**config.mk**
```make
export PLATFORM = sky130hd
export DESIGN_NAME = multicycle_ctrl
export DESIGN_NICKNAME = d
export VERILOG_FILES = /design/src/rtl/multicycle_ctrl.sv
export SDC_FILE = /design/constraint.sdc
export NUM_CORES = 1
export LEC_CHECK = 0
export CAP_MARGIN = 20
export CORE_MARGIN = 1.5
export CORE_UTILIZATION = 45
export DETAILED_ROUTE_END_ITERATION = 6
export PLACE_DENSITY = 0.88
export SLEW_MARGIN = 20
export SYNTH_ARGS = -nofsm -noshare
export SYNTH_HDL_FRONTEND = slang
export SYNTH_SLANG_ARGS = --single-unit
```
**constraint.sdc**
```tcl
create_clock -name clk -period 5.25 [get_ports clk]
set_clock_uncertainty 0.1 [all_clocks]
set_input_delay 1.05 -clock clk [delete_from_list [all_inputs] [get_ports clk]]
set_output_delay 1.05 -clock clk [all_outputs]
set_load 0.05 [all_outputs]
```
**src/rtl/multicycle_ctrl.sv**
```systemverilog
// Multi-cycle RISC-V control unit with handshaked memory, timeout fault and halt.
// Define MULTICYCLE_CTRL_FULL_BRANCH_EN to accept bne/blt/bge in addition to beq.
module multicycle_ctrl #(
    parameter int TIMEOUT = 15,
    parameter bit MEM_HS  = 1'b1
) (
    input  logic       clk,
    input  logic       reset,
    input  logic [6:0] op,
    input  logic [2:0] funct3,
    input  logic       funct7b5,
    input  logic [1:0] Flags,
    input  logic       MemReady,
    output logic       MemReq,
    output logic       PCWrite,
    output logic       AdrSrc,
    output logic       MemWrite,
    output logic       IRWrite,
    output logic       RegWrite,
    output logic [1:0] ResultSrc,
    output logic [1:0] ALUSrcA,
    output logic [1:0] ALUSrcB,
    output logic [2:0] ImmSrc,
    output logic [2:0] ALUControl,
    output logic       Fault,
    output logic [3:0] State
);

    localparam int CW = $clog2(TIMEOUT + 1);

    localparam logic [3:0] S_FETCH    = 4'd0;
    localparam logic [3:0] S_DECODE   = 4'd1;
    localparam logic [3:0] S_MEMADR   = 4'd2;
    localparam logic [3:0] S_MEMREAD  = 4'd3;
    localparam logic [3:0] S_MEMWB    = 4'd4;
    localparam logic [3:0] S_MEMWRITE = 4'd5;
    localparam logic [3:0] S_EXECR    = 4'd6;
    localparam logic [3:0] S_EXECI    = 4'd7;
    localparam logic [3:0] S_ALUWB    = 4'd8;
    localparam logic [3:0] S_BRANCH   = 4'd9;
    localparam logic [3:0] S_JAL      = 4'd10;
    localparam logic [3:0] S_HALT     = 4'd11;

    localparam logic [2:0] ALU_ADD = 3'b000;
    localparam logic [2:0] ALU_SUB = 3'b001;
    localparam logic [2:0] ALU_AND = 3'b010;
    localparam logic [2:0] ALU_OR  = 3'b011;
    localparam logic [2:0] ALU_SLT = 3'b101;

    logic [3:0]    state_q, state_d;
    logic [CW-1:0] cnt_q, cnt_d;
    logic          run_q;

    logic is_load, is_store, is_r, is_i, is_br, is_jal;
    logic mem_st, req, done, tmo;
    logic alu_ok, br_ok, br_take;
    logic [2:0] alu_op, imm;

    assign is_load  = (op == 7'b0000011);
    assign is_store = (op == 7'b0100011);
    assign is_r     = (op == 7'b0110011);
    assign is_i     = (op == 7'b0010011);
    assign is_br    = (op == 7'b1100011);
    assign is_jal   = (op == 7'b1101111);

    // run_q holds strobes off until the first edge after reset release
    assign mem_st = (state_q == S_FETCH) || (state_q == S_MEMREAD)
                 || (state_q == S_MEMWRITE);
    assign req    = run_q & mem_st;
    assign done   = req & (MEM_HS ? MemReady : 1'b1);
    assign tmo    = req & ~done & (cnt_q == CW'(TIMEOUT));

    always_comb begin
        alu_op = ALU_ADD;
        alu_ok = 1'b1;
        case (funct3)
            3'b000: alu_op = (state_q == S_EXECR && funct7b5) ? ALU_SUB : ALU_ADD;
            3'b010: alu_op = ALU_SLT;
            3'b110: alu_op = ALU_OR;
            3'b111: alu_op = ALU_AND;
            default: alu_ok = 1'b0;
        endcase
    end

`ifdef MULTICYCLE_CTRL_FULL_BRANCH_EN
    always_comb begin
        br_ok   = 1'b1;
        br_take = 1'b0;
        case (funct3)
            3'b000: br_take = Flags[0];
            3'b001: br_take = ~Flags[0];
            3'b100: br_take = Flags[1];
            3'b101: br_take = ~Flags[1];
            default: br_ok = 1'b0;
        endcase
    end
`else
    logic unused_sign;
    assign unused_sign = Flags[1];
    assign br_ok       = (funct3 == 3'b000);
    assign br_take     = Flags[0];
`endif

    always_comb begin
        imm = 3'b000;
        unique case (1'b1)
            is_store: imm = 3'b001;
            is_br:    imm = 3'b010;
            is_jal:   imm = 3'b011;
            default:  imm = 3'b000;
        endcase
    end

    always_comb begin
        state_d = state_q;
        if (run_q) begin
            case (state_q)
                S_FETCH: begin
                    if (tmo)       state_d = S_HALT;
                    else if (done) state_d = S_DECODE;
                end
                S_DECODE: begin
                    unique case (1'b1)
                        is_load | is_store: state_d = S_MEMADR;
                        is_r:               state_d = S_EXECR;
                        is_i:               state_d = S_EXECI;
                        is_br & br_ok:      state_d = S_BRANCH;
                        is_jal:             state_d = S_JAL;
                        default:            state_d = S_HALT;
                    endcase
                end
                S_MEMADR: state_d = op[5] ? S_MEMWRITE : S_MEMREAD;
                S_MEMREAD: begin
                    if (tmo)       state_d = S_HALT;
                    else if (done) state_d = S_MEMWB;
                end
                S_MEMWB: state_d = S_FETCH;
                S_MEMWRITE: begin
                    if (tmo)       state_d = S_HALT;
                    else if (done) state_d = S_FETCH;
                end
                S_EXECR, S_EXECI: state_d = alu_ok ? S_ALUWB : S_HALT;
                S_ALUWB:  state_d = S_FETCH;
                S_BRANCH: state_d = S_FETCH;
                S_JAL:    state_d = S_ALUWB;
                default:  state_d = S_HALT;
            endcase
        end
    end

    // counter restarts whenever the state changes
    always_comb begin
        cnt_d = cnt_q;
        if (state_d != state_q)  cnt_d = '0;
        else if (req && !done)   cnt_d = cnt_q + CW'(1);
    end

    always_ff @(posedge clk or negedge reset) begin
        if (!reset) begin
            state_q <= S_FETCH;
            cnt_q   <= '0;
            run_q   <= 1'b0;
        end else begin
            state_q <= state_d;
            cnt_q   <= cnt_d;
            run_q   <= 1'b1;
        end
    end

    always_comb begin
        PCWrite    = 1'b0;
        AdrSrc     = 1'b0;
        MemWrite   = 1'b0;
        IRWrite    = 1'b0;
        RegWrite   = 1'b0;
        ResultSrc  = 2'b00;
        ALUSrcA    = 2'b00;
        ALUSrcB    = 2'b00;
        ALUControl = ALU_ADD;
        ImmSrc     = 3'b000;
        if (run_q && state_q != S_HALT) begin
            ImmSrc = imm;
            case (state_q)
                S_FETCH: begin
                    ALUSrcB   = 2'b10;
                    ResultSrc = 2'b10;
                    IRWrite   = done;
                    PCWrite   = done;
                end
                S_DECODE: begin
                    ALUSrcA = 2'b01;
                    ALUSrcB = 2'b01;
                end
                S_MEMADR: begin
                    ALUSrcA = 2'b10;
                    ALUSrcB = 2'b01;
                end
                S_MEMREAD: AdrSrc = 1'b1;
                S_MEMWB: begin
                    ResultSrc = 2'b01;
                    RegWrite  = 1'b1;
                end
                S_MEMWRITE: begin
                    AdrSrc   = 1'b1;
                    MemWrite = 1'b1;
                end
                S_EXECR, S_EXECI: begin
                    ALUSrcA    = 2'b10;
                    ALUSrcB    = (state_q == S_EXECI) ? 2'b01 : 2'b00;
                    ALUControl = alu_op;
                end
                S_ALUWB: RegWrite = 1'b1;
                S_BRANCH: begin
                    ALUSrcA    = 2'b10;
                    ALUControl = ALU_SUB;
                    PCWrite    = br_take;
                end
                S_JAL: begin
                    ALUSrcA = 2'b01;
                    ALUSrcB = 2'b10;
                    PCWrite = 1'b1;
                end
                default: ;
            endcase
        end
    end

    assign MemReq = req;
    assign Fault  = (state_q == S_HALT);
    assign State  = state_q;

endmodule

```
==> flow_summary.json, run 1 <==
{
  "synth_seq_area_share_pct": 20.7,
  "pin_count": 39,
  "pwr-share-comb_pct": 67.8,
  "whs_path_depth": 2,
  "netlist_area_um2": 1090,
  "cts_buffers": 3,
  "routedWlPerCell_um": 14.4,
  "worstPathArrival_ns": 2.97,
  "grt_pass1_vias": 1050,
  "seqPwrFrac_pct": 24.2,
  "grt_pass1_wl_mm": 4.85,
  "core_area_um2": 2250,
  "syn-instance-count": 150,
  "ant_nets": 0,
  "clkSlewWorstSetupHoldPaths_ns": 0.07,
  "hp-class": "reg -> reg",
  "gp_congestion": 0.796,
  "tns_ns": 0,
  "post_cts_resize_count": 0,
  "synth_cell_types": 48,
  "fin_area_um2": 1460,
  "postCtsSetupRepairBufs": 0,
  "dpl-instance-area_um2": 1430,
  "crit_path_start_kind": "primary input",
  "required_ns": 4.10,
  "reg2reg_slack_ns": 2.71,
  "cp_slowest_stage_delay_ns": 0.83,
  "initial_core_util_pct": 48.3,
  "crit_top_cell": "clkdlybuf4s50_1",
  "grt_overflow": 0,
  "die_area_um2": 2730,
  "cellLeakagePower_nw": 0.575,
  "routed_wl_mm": 2.99,
  "layout-drive-gt1-share_pct": 6.15,
  "dp_hpwl_mm": 2.24,
  "drtPass1Iterations": 4,
  "nets": 197,
  "grt_max_degree": 29,
  "clock_latency_ns": 0.26,
  "synth_edf_count": 0,
  "cap_violations": 0,
  "maxSlewHeadroom_pct": 43.7,
  "holdWs_ns": 0.587,
  "fin_crit_sh_pct": 78.4,
  "drc_errors": 0,
  "fp.dieH_um": 52.2,
  "num_antenna_cells": 0,
  "async_flop_share_pct": 100,
  "drv_slew": 0,
  "fillers": 207,
  "crit_fanout": 9,
  "end_kind": "output pin",
  "cellPowerDensity_nw_per_um2": 474,
  "dieWidth_um": 52.2,
  "crit_chain": "clkdlybuf4s50_1, and2_1, nor2_1, a211oi_2, clkdlybuf4s50_1",
  "multi_input_area_um2": 801,
  "track_usage_pct": 23.2,
  "setup_slack_ns": 1.13,
  "clock-sinks": 9,
  "worst_slew_pin_slew_ns": 0.844,
  "switching_share_pct": 56.7,
  "post-route-min-period_ns": 4.12,
  "syn_area_per_cell_um2": 7.27,
  "vias": 1228,
  "setup_viol": 0,
  "preCtsSetupSlack_ns": 1.15,
  "switchingPower_mw": 0.392,
  "ys.flop_type": "dfrtp_1",
  "root_buffer": "clkbuf_4",
  "antenna_found_initial": 0,
  "syn_to_final_growth_pct": 33.9,
  "cts_max_path_buffers": 2,
  "yosys_warnings": 0,
  "drtIter0Drc": 46,
  "ctsHoldBuffers": 0,
  "regArea_um2": 225,
  "intPower_mw": 0.300,
  "syn_nets": 167,
  "h-tree-depth": 1,
  "crit_type": "in -> out",
  "cp_slowest_cell": "clkdlybuf4s50_1",
  "port-buffer-count": 36,
  "reg2regPathDepth": 6,
  "p_clk_share_pct": 8.0,
  "ir_drop_uv": 285,
  "fmax_mhz": 243,
  "hold_viol": 0,
  "rsz0062_at_grt": "false",
  "cts_tree": "done",
  "status": "complete, no violations",
  "placementRows": 17,
  "synth_seq_cells": 9,
  "routed_via_density": 5.93
}
critical path: cells and delay by family:
family | cells | cell delay [ns]
buf+inv | 2 | 1.47
simple gates | 2 | 0.26
compound gates | 1 | 0.18
power groups by stage:
stage,registers (mW),logic (mW),clock network [mW]
after floorplan,0.146,0.362,0
after global placement,0.162,0.452,0
after detailed placement,0.166,0.465,0
after CTS,0.164,0.468,0.0548
after global routing,0.174,0.503,0.0573
final,0.168,0.469,0.0553
sequential cells by signal, summed over array words and instances, names as in the netlist:
register / flops
State: 4
cnt_q: 4
run_q: 1
routing by layer:
layer  share of wire (%)  routed length (um)  vias up  global-route usage (%)
li1                    -                   -      596                       -
met1                  42                1270      581                    31.4
met2                  51                1530       47                    40.3
met3                 5.6                 166        4                    2.86
met4                0.77                  23        0                    3.85
met5                   0                   0        -                       0
path summary, 6_finish.rpt:
| check | startpoint | end |
|---|---|---|
| min | cnt_q[3]$_DFFE_PN0P_ | cnt_q[3]$_DFFE_PN0P_ |
| max | MemReady | PCWrite |
| max in group asynchronous | reset | State[0]$_DFF_PN0_ |
| max reg2reg | State[1]$_DFF_PN0_ | cnt_q[3]$_DFFE_PN0P_ |
| min in group asynchronous | reset | State[2]$_DFF_PN0_ |
| min reg2reg | cnt_q[3]$_DFFE_PN0P_ | cnt_q[3]$_DFFE_PN0P_ |
synth_stat cells (all sizes together), types with 3 or more instances:
| master | number | area, um2 |
|---|---|---|
| clkbuf | 7 | 26.3 |
| a21oi | 8 | 40.0 |
| and4 | 5 | 43.8 |
| xor2 | 3 | 26.3 |
| o21ai | 7 | 35.0 |
| buf | 4 | 31.3 |
| nand2 | 19 | 71.3 |
| xnor2 | 3 | 33.8 |
| nand2b | 8 | 50.1 |
| nor2b | 4 | 25.0 |
| nor3 | 7 | 35.0 |
| nor2 | 15 | 56.3 |
| mux2i | 4 | 40.0 |
| inv | 3 | 11.3 |
| nand3 | 6 | 30.0 |
| dfrtp | 9 | 225 |
layout make-up:
class | count | share of cell area [%]
Clock buffer | 4 | 1.80
Inverter | 3 | 0.772
Multi-Input combinational cell | 127 | 54.9
Sequential cell | 9 | 15.4
Tap cell | 28 | 2.40
Timing Repair Buffer | 36 | 24.7
cell families after synthesis:
| family | share of synthesized area [%] |
|---|---|
| and+or+nand+nor | 40.9 |
| AOI/OAI and AO/OA | 19.1 |
| buffers and inverters | 6.31 |
| DFF | 20.7 |
| xor gates and xnor gates | 5.51 |
| muxes | 5.74 |
| other | 0.689 |
| adders and majority gates | 1.15 |
layout by cell type, fill, tap and decap left out, types with 3 or more instances in the layout:
| cell | instances |
|---|---|
| a21oi_1 | 8 |
| and4_1 | 5 |
| clkbuf_4 | 3 |
| clkdlybuf4s50_1 | 36 |
| dfrtp_1 | 9 |
| inv_1 | 3 |
| mux2i_1 | 4 |
| nand2_1 | 19 |
| nand2b_1 | 8 |
| nand3_1 | 6 |
| nor2_1 | 15 |
| nor2b_1 | 4 |
| nor3_1 | 7 |
| o21ai_0 | 7 |
| xor2_1 | 3 |
per-stage QoR:
stage / utilization [%] / power [mW] / cells
final: 64.7 / 0.692 / 207
after CTS: 64.7 / 0.687 / 207
after global routing: 64.7 / 0.735 / 207
after global placement: 63.5 / 0.613 / 203
after detailed placement: 63.5 / 0.631 / 203
after floorplan: - / 0.508 / 150
Power figures use the tool's default switching activity.
==> run 2: changes to the inputs <==
==> constraint.sdc (replaced) <==
create_clock -name clk -period 4 [get_ports clk]
set_clock_uncertainty 0.1 [all_clocks]
set_input_delay 0.8 -clock clk [delete_from_list [all_inputs] [get_ports clk]]
set_output_delay 0.8 -clock clk [all_outputs]
set_load 0.05 [all_outputs]
==> flow_summary.json, run 2 (synthesized netlist as in run 1, its figures left out) <==
{
  "cts_tree": "done",
  "drtPass1Iterations": 4,
  "hold_viol": 0,
  "switchingPower_mw": 0.514,
  "setup_viol": 0,
  "port-buffer-count": 36,
  "cap_violations": 0,
  "critical-path-top-delay-family": "buffers and inverters",
  "routed_wl_mm": 3.02,
  "grt_max_degree": 24,
  "reg2reg_slack_ns": 1.56,
  "ir_drop_uv": 474,
  "antenna_found_initial": 0,
  "num_antenna_cells": 0,
  "fin_crit_sh_pct": 91.1,
  "root_buffer": "clkbuf_4",
  "crit_type": "in -> out",
  "regArea_um2": 225,
  "drtIter0Drc": 49,
  "rsz0062_at_grt": "false",
  "cts_buffers": 3,
  "postCtsSetupRepairBufs": 0,
  "switching_share_pct": 56.3,
  "layout_common_cells": "36 x clkdlybuf4s50_1, 19 x nand2_1, 15 x nor2_1, 9 x dfrtp_1",
  "cellPowerDensity_nw_per_um2": 615,
  "cp_slowest_cell": "clkdlybuf4s50_1",
  "status": "complete, no violations",
  "place_inst": 205,
  "cp_slowest_stage_delay_ns": 0.83,
  "drc_errors": 0,
  "track_usage_pct": 24.1,
  "min_from": "cnt_q[0]$_DFFE_PN0P_",
  "grt_pass1_vias": 1116,
  "pwr-share-comb_pct": 70.1,
  "syn_to_final_growth_pct": 36.3,
  "cts_max_path_buffers": 2,
  "dieWidth_um": 52.2,
  "crit_chain": "clkdlybuf4s50_1, and2_1, nor2_1, a211oi_2, clkdlybuf4s50_1",
  "initial_core_util_pct": 48.3,
  "fmax_mhz": 275,
  "clock_latency_ns": 0.26,
  "holdPathEnd": "cnt_q[0]$_DFFE_PN0P_",
  "whs_path_depth": 2,
  "multi_input_area_um2": 812,
  "seqPwrFrac_pct": 22.5,
  "rr_startpoint": "State[2]$_DFF_PN0_",
  "end_kind": "output pin",
  "intPower_mw": 0.400,
  "maxSlewHeadroom_pct": 53.2,
  "dp_hpwl_mm": 2.33,
  "critPathBufInv": 2,
  "placementRows": 17,
  "clkSlewWorstSetupHoldPaths_ns": 0.05,
  "cellLeakagePower_nw": 0.588,
  "fillers": 206,
  "holdWs_ns": 0.594,
  "ant_nets": 0,
  "routedWlPerCell_um": 14.5,
  "fp.dieH_um": 52.2,
  "reg2regPathDepth": 6,
  "r2r_end": "cnt_q[3]$_DFFE_PN0P_",
  "mostFrequentLayoutCell": "clkdlybuf4s50_1",
  "grt_overflow": 0,
  "nets": 199,
  "hp-class": "reg -> reg",
  "crit_fanout": 9,
  "p_total_mw": 0.914,
  "p_clk_share_pct": 7.4,
  "worstPathArrival_ns": 2.74,
  "crit_top_cell": "clkdlybuf4s50_1",
  "post-route-min-period_ns": 3.64,
  "die_area_um2": 2730,
  "instances_no_fill": 209,
  "routed_via_density": 5.93,
  "clock-sinks": 9,
  "worst_slew_pin_slew_ns": 0.702,
  "ctsHoldBuffers": 0,
  "grt_pass1_wl_mm": 5.02,
  "pin_count": 39,
  "required_ns": 3.10,
  "layout-drive-gt1-share_pct": 8.29,
  "core_area_um2": 2250,
  "drv_slew": 0,
  "vias": 1240,
  "crit_path_start_kind": "primary input",
  "gp_congestion": 0.810,
  "post_cts_resize_count": 0,
  "h-tree-depth": 1
}
[run 2: changes by cell type in the layout (fill, tap and decap cells not counted)]
cell | before | now
buf_4 | 0 | 2
nor3_1 | 7 | 6
nor3_2 | 0 | 1
nor4b_1 | 2 | 1
nor4b_2 | 0 | 1
[run 2: power by group through the flow]
stage / clock network, mW / logic [mW] / registers (mW)
after floorplan: 0 / 0.478 / 0.191
after global placement: 0 / 0.614 / 0.202
after detailed placement: 0 / 0.635 / 0.205
after CTS: 0.0695 / 0.638 / 0.204
after global routing: 0.0771 / 0.681 / 0.215
final: 0.0674 / 0.641 / 0.206
[run 2: worst max-delay path by stage]
stage / slack, ns / cells past startpoint / from / endpoint
3_5_place_dp: 0.36 / 5 / MemReady / PCWrite
5_1_grt: 0.22 / 6 / State[0]$_DFF_PN0_ / PCWrite
2_1_floorplan: -0.10 / 8 / State[1]$_DFF_PN0_ / PCWrite
3_3_place_gp: 0.40 / 5 / MemReady / PCWrite
6_report: 0.36 / 5 / MemReady / PCWrite
4_1_cts: 0.35 / 5 / MemReady / PCWrite
[run 2: per-stage QoR]
step	util [%]	setup slack, ns	TNS (ns)	area, um2
after floorplan	-	-0.104	-0.104	1110
after global placement	64.7	0.397	0	1460
after detailed placement	64.7	0.362	0	1460
after CTS	65.9	0.348	0	1490
after global routing	65.9	0.221	0	1490
final	65.9	0.358	0	1490
[run 2: cell type report]
cell class	count	area share, %
inverters	3	0.758
clock buffers	4	1.77
repair buffers	38	25.3
multi-input cells	127	54.7
well taps	28	2.36
flip-flops and latches	9	15.2
[run 2: layer usage]
layer / track usage, % / up-vias / wire length (um)
met2: 41.6 / 61 / 1550
li1: - / 600 / -
met4: 5.56 / 0 / 35
met5: 0 / - / 0
met3: 3.43 / 4 / 184
met1: 31.8 / 575 / 1250
[run 2: worst min-delay path: stages, from the launching register on]
cell and delay (ns):
dfrtp_1 0.38, xor2_1 0.08, and4_1 0.19
==> patch 1: new RTL, flow settings as in run 2 <==
`TIMEOUT`: 15 -> 30.
--- a/src/rtl/multicycle_ctrl.sv
+++ b/src/rtl/multicycle_ctrl.sv
@@ -1,7 +1,7 @@
 // Multi-cycle RISC-V control unit with handshaked memory, timeout fault and halt.
 // Define MULTICYCLE_CTRL_FULL_BRANCH_EN to accept bne/blt/bge in addition to beq.
 module multicycle_ctrl #(
-    parameter int TIMEOUT = 15,
+    parameter int TIMEOUT = 30,
     parameter bit MEM_HS  = 1'b1
 ) (
     input  logic       clk,
Function: no difference found for any inputs over 10 cycles, from zero or initial values and one cycle with reset low; that may be too few to reach the edited logic, so the function may still have changed.
==> patch 1 against run 2 <==
- area after synthesis grew 6.5%
- sequential cell count grew 1
- routed wire length grew 10%
- non-clock buffer count grew 2
- first-iteration DRC count grew 35%
- design area grew 6.7%
- total power grew 23%
- global-route usage grew 0.37 points
- fmax grew 2.6%
- setup slack gained 91 ps
==> patch 1: results (changes against run 2) <==
** Synthesis
- The fraction of the yosys area taken by sequential cells was 21.6% (+0.89 points).
- The synthesized net count is 181 (+8.4%).
- Count of mapped cells out of synthesis :: 163 (+8.7%)
- Commonest cells in the netlist :: nor2_1, nand2_1, nor3_1
- Synthesized-area fraction occupied by xor and xnor cells :: 6.14% (+0.63 points)
- The compound-cell area share of the yosys netlist is 25.1% (+6.0 points).
- Netlist cell types :: 45 (-6.3%)
- The adder-cell area share of the yosys netlist is 2.16% (+1.0 points).
- Sorting the synthesized cells by area gives the leading types as dfrtp_1, nor2_1, nor3_1.
- The share of cell area taken by muxes after synthesis came to 0.862% (-4.9 points).

** Worst setup path
- Critical Path Fanout Max :: 4 (-5)
- The setup slack of the most critical reg-to-reg path was 1480 ps (-80 ps).
- The data arrival time of the critical path came to 2650 ps (-90 ps).
- FF-to-FF End :: cnt_q[4]
- Worst flop-to-flop path startpoint :: State[1]
- CP endpoint :: ImmSrc[1]
- Startpoint of the most critical setup path :: op[5]
- The largest stage delay on the critical path came to 830 ps (about the same).

** Power and ir drop
- NetSw :: 0.000646 W (+26%)
- The leakage dissipation came to 0.599 nW (+1.9%).
- The maximum ir drop on the vdd rail is 0.474 mV (about the same).

** Finish
- The final-layout fill cell count was 228 (+11%).
- Post-layout instance area :: 1590 um2 (+6.7%)
- Share of final layout cell area taken by non-clock buffers :: 24.5% (-0.81 points)
- Total number of multi-input combinational cells :: 134 (+5.5%)
- The number of buffers other than clock buffers in the final layout is 40 (+5.3%).
- Share of layout cells above drive strength 1 :: 8.16% (-0.12 points)
- The count of clock buffers in the final design was 4 (unchanged).
- The count of inverters other than clock inverters in the layout is 8 (+5).
- The sequential cell count is 10 (+1).
- Area of the multi-input gates :: 843 um2 (+3.9%)
- Non-filler cells, final :: 226 (+8.1%)
- Proportion of cell area occupied by registers :: 15.8% (+0.62 points)
- Area fraction of clock buffers and clock inverters :: 2.29% (+0.52 points)

** Timing
- The maximum clock frequency is 0.282 GHz (+2.6%).
- Smallest hold slack :: 517 ps (-77.2 ps)
- Transition time of the tightest slew-check pin :: 674 ps (-28.4 ps)

** Placed design
- Placed Area :: 1550 um2 (+6.2%)
- The total instance count after detailed placement is 222 (+8.3%).
- The detailed-placement wirelength estimate was 2610 um (+12%).
- The minimum setup slack after placement came to 442 ps (+79.8 ps).
- Final weighted congestion in routability-driven placement :: 0.878 (+8.4%)

** Status
- Result of the run :: finished clean

** Hold path
- Worst hold path endpoint :: cnt_q[4]
- Start point of the worst hold path :: cnt_q[4]

** Drt
- DR iter-0 viols :: 66 (+35%)
- Total Routed Length :: 3330 um (+10%)
- The routed via count is 1,358 (+9.5%).
- Drt pass-1 iters :: 4 (unchanged)

** GRT
- The maximum number of pins on one net before global-route repair came to 20 (-17%).
- The number of global-route vias before repair is 1,178 (+5.6%).
- The first-pass GRT wire length is 5260 um (+4.7%).
- The global router's overall resource usage is 24.4% (+0.37 points).

** CTS
- The maximum clock insertion buffer count was 2 (unchanged).
- Clock-pin slew of the registers on the worst-case setup and hold paths :: ~60 ps

** Floorplanning
- Die X-Extent :: 53.8 um (+3.0%)
-- patch 1: power by group through the flow --
stage	registers (W)	logic, W	clock network (W)
3_5_place_dp	0.000187	0.000830	0
4_1_cts	0.000185	0.000834	0.0000916
2_1_floorplan	0.000208	0.000593	0
3_3_place_gp	0.000185	0.000811	0
6_report	0.000187	0.000843	0.0000894
5_1_grt	0.000191	0.000903	0.000100
-- patch 1: metal layers --
metal	share of wire [%]	vias up	global-route usage, %
li1	-	649	-
met4	1.2	0	5.98
met2	48	67	39.0
met3	8.2	6	5.00
met1	43	636	33.6
met5	0	-	0
-- patch 1: cells by family (layout without fill, tap and decap cells) --
group,count (synthesis),in the layout
DFF,10,10
and+or+nand+nor,82,82
xor gates and xnor gates,6,6
buffers and inverters,19,52
AOI/OAI and AO/OA,41,41
other,2,2
adders and majority gates,2,2
muxes,1,1
-- patch 1: critical path, delay by kind of cell --
family | cells | cell delay, ps
and+or+nand+nor | 2 | 320
AOI/OAI and AO/OA | 1 | 190
buffers and inverters | 2 | 1340
==> patch 2: new RTL, flow settings as in run 2 <==
Without the edit above. Make the reset (`reset`) synchronous in one clocked block.
--- a/src/rtl/multicycle_ctrl.sv
+++ b/src/rtl/multicycle_ctrl.sv
@@ -155,7 +155,7 @@
         else if (req && !done)   cnt_d = cnt_q + CW'(1);
     end
 
-    always_ff @(posedge clk or negedge reset) begin
+    always_ff @(posedge clk) begin
         if (!reset) begin
             state_q <= S_FETCH;
             cnt_q   <= '0;
Check against the original RTL: differs if reset is asserted again (counterexample within 4 cycles, from zero or initial values and one cycle with reset low); with reset held inactive, the same outputs for 10 cycles.
==> patch 2 against run 2 <==
- non-clock buffer count unchanged
- area after synthesis decreased by 8.5%
- design area is 6.3% lower
- setup slack improved by 71 ps
- routed wire length fell by 3.7%
- sequential cell count is the same
- critical path type unchanged
Power is not compared: it rests on default switching activity, and its combinational part moved more than twofold at a synthesized area within 25%.
==> patch 2: results (changes against run 2) <==
** Synthesis
- Async set or reset register ratio after synthesis :: 0% (-100 points)
- Count of synthesis-stage warnings from yosys :: 0 (unchanged)
- Flip-flop cell with the highest count after synthesis :: dfxtp_1
- The count of different cell masters after synthesis came to 44 (-8.3%).
- The synthesized net count came to 164 (-1.8%).
- Commonest cells in the netlist :: nand2_1, nor2_1, nor3_1
- In the post-synthesis netlist, the biggest area contributors are dfxtp_1, nor3_1, nor2b_1.
- The fraction of the yosys area taken by sequential cells came to 18.1% (-2.6 points).

** Drt
- DR iter-0 viols :: 39 (-20%)
- Avg WL per Cell :: 14.2 um (-1.9%)
- Met2 wire length :: 1440 um (-7.3%)
- Sum of routed wire segments on met1 :: 1180 um (-5.2%)
- The routed length on met3 came to 211 um (+15%).
- Routed via count :: 1,215 (-2.0%)
- Drt pass-1 iters :: 5 (+1)

** CTS
- The total setup buffers inserted after CTS came to 0 (unchanged).
- Insertion delay of the later-clocked pin in the worst-skew pair :: 260 ps (about the same)
- Clk buf depth :: 2 (unchanged)
- Master cell of the clock root buffer :: clkbuf_4
- Total CTS buffers :: 3 (unchanged)
- The total of cells resized after clock tree synthesis came to 0 (unchanged).
- The number of H-tree branching levels is 1 (unchanged).

** Worst setup path
- The maximum fanout encountered on the critical timing path came to 6 (-3).
- The data arrival time of the critical path is 2670 ps (-70 ps).
- CP peak stage delay :: 860 ps (+30 ps)
- Slowest cell on crit path :: clkdlybuf4s50_1

** Power and ir drop
- Power Clock :: a little under 0.00007 W
- The share of total power dissipated in combinational logic is a little under half.
- The completed layout was analyzed and its total power is ~0.00032 W.
- The analysis attributes to cell leakage a power of about 0.54 nW.

** GRT
- Global-route wire length before repair :: 4820 um (-4.0%)
- The global router's overall resource usage was 24.6% (+0.48 points).
- The met3 track demand over resource in global routing came to 1.82% (-1.6 points).
- Number of antenna violations at the first check in global routing :: 0 (unchanged)
- Number of global-route vias before repair :: 1,078 (-3.4%)
- Pin count of the biggest net entering global routing :: 23 (-4.2%)
- Met1 usage :: 29.0% (-2.7 points)
- The global routing usage on met2 is 43.0% (+1.4 points).

** Finish
- Share of layout cells above drive strength 1 :: 5.62% (-2.7 points)
- Layout net count :: 196 (-1.5%)
- The final-layout fill cell count is 174 (-16%).
- Leaving out fill and tap cells, the most frequent cell in the layout is clkdlybuf4s50_1.

** Hold path
- The worst hold path belongs to the class reg -> reg.

** Status
- The flow ran to the end, and the final reports show no timing, DRC or antenna violations.

** Placed design
- The final weighted congestion in routability-driven placement was 0.875 (+8.0%).
- PortBufs :: 36 (unchanged)
- Post-detailed-placement half-perimeter wirelength :: 2210 um (-5.1%)

** Job
- The number of max-cap violations came to 0 (unchanged).

** Timing
- The worst slew margin relative to its limit is 52.9% (-0.24 points).
patch 2: cell types whose count changed in the layout (fill, tap and decap cells not counted), sizes merged, moves of 3 or more:
| cell | before | now |
|---|---|---|
| nand2b | 8 | 5 |
| nor3 | 7 | 13 |
| dfxtp | 0 | 9 |
| dfrtp | 9 | 0 |
| nand2 | 19 | 13 |
| and4 | 5 | 0 |
| nor2b | 4 | 9 |
| and3 | 2 | 7 |
patch 2: final timing paths:
check,startpoint,endpoint,slack (ps),cells after the start
worst min-delay path,cnt_q[3],cnt_q[3],480,2
worst max-delay path,MemReady,IRWrite,430,4
worst min register to register,cnt_q[3],cnt_q[3],480,2
worst max register to register,State[2],cnt_q[0],1490,6
patch 2: cells by family after synthesis:
| family | after synthesis | synth area share (%) |
|---|---|---|
| other | 1 | 0.376 |
| muxes | 4 | 4.02 |
| xor gates and xnor gates | 8 | 7.03 |
| and+or+nand+nor | 82 | 44.2 |
| buffers and inverters | 15 | 6.52 |
| AOI/OAI and AO/OA | 27 | 18.6 |
| DFF | 9 | 18.1 |
| adders and majority gates | 1 | 1.25 |
patch 2: worst register-to-register path: stages (launching register included):
cell and delay (ps):
dfxtp_1 770, xnor2_1 220, mux2i_1 160, or3_1 470, and3_1 210, a22o_1 280
nor3_1 210
patch 2: through the flow:
step	util, %	instances	area [um2]	setup slack (ps)	hold WS, ps
after CTS	68.8	205	1390	454	472
after detailed placement	67.5	201	1370	452	456
final	68.8	205	1390	429	478
after global placement	67.5	201	1370	475	429
after global routing	68.8	205	1390	343	495
after floorplan	-	147	1010	302	415
patch 2: area by class of cell:
class	count	area, um2	area share (%)
timing repair buffer	38	373	26.8
inverter	4	15.0	1.08
multi-input combinational	123	763	54.9
tap	27	33.8	2.43
sequential	9	180	12.9
clock buffer	4	26.3	1.89
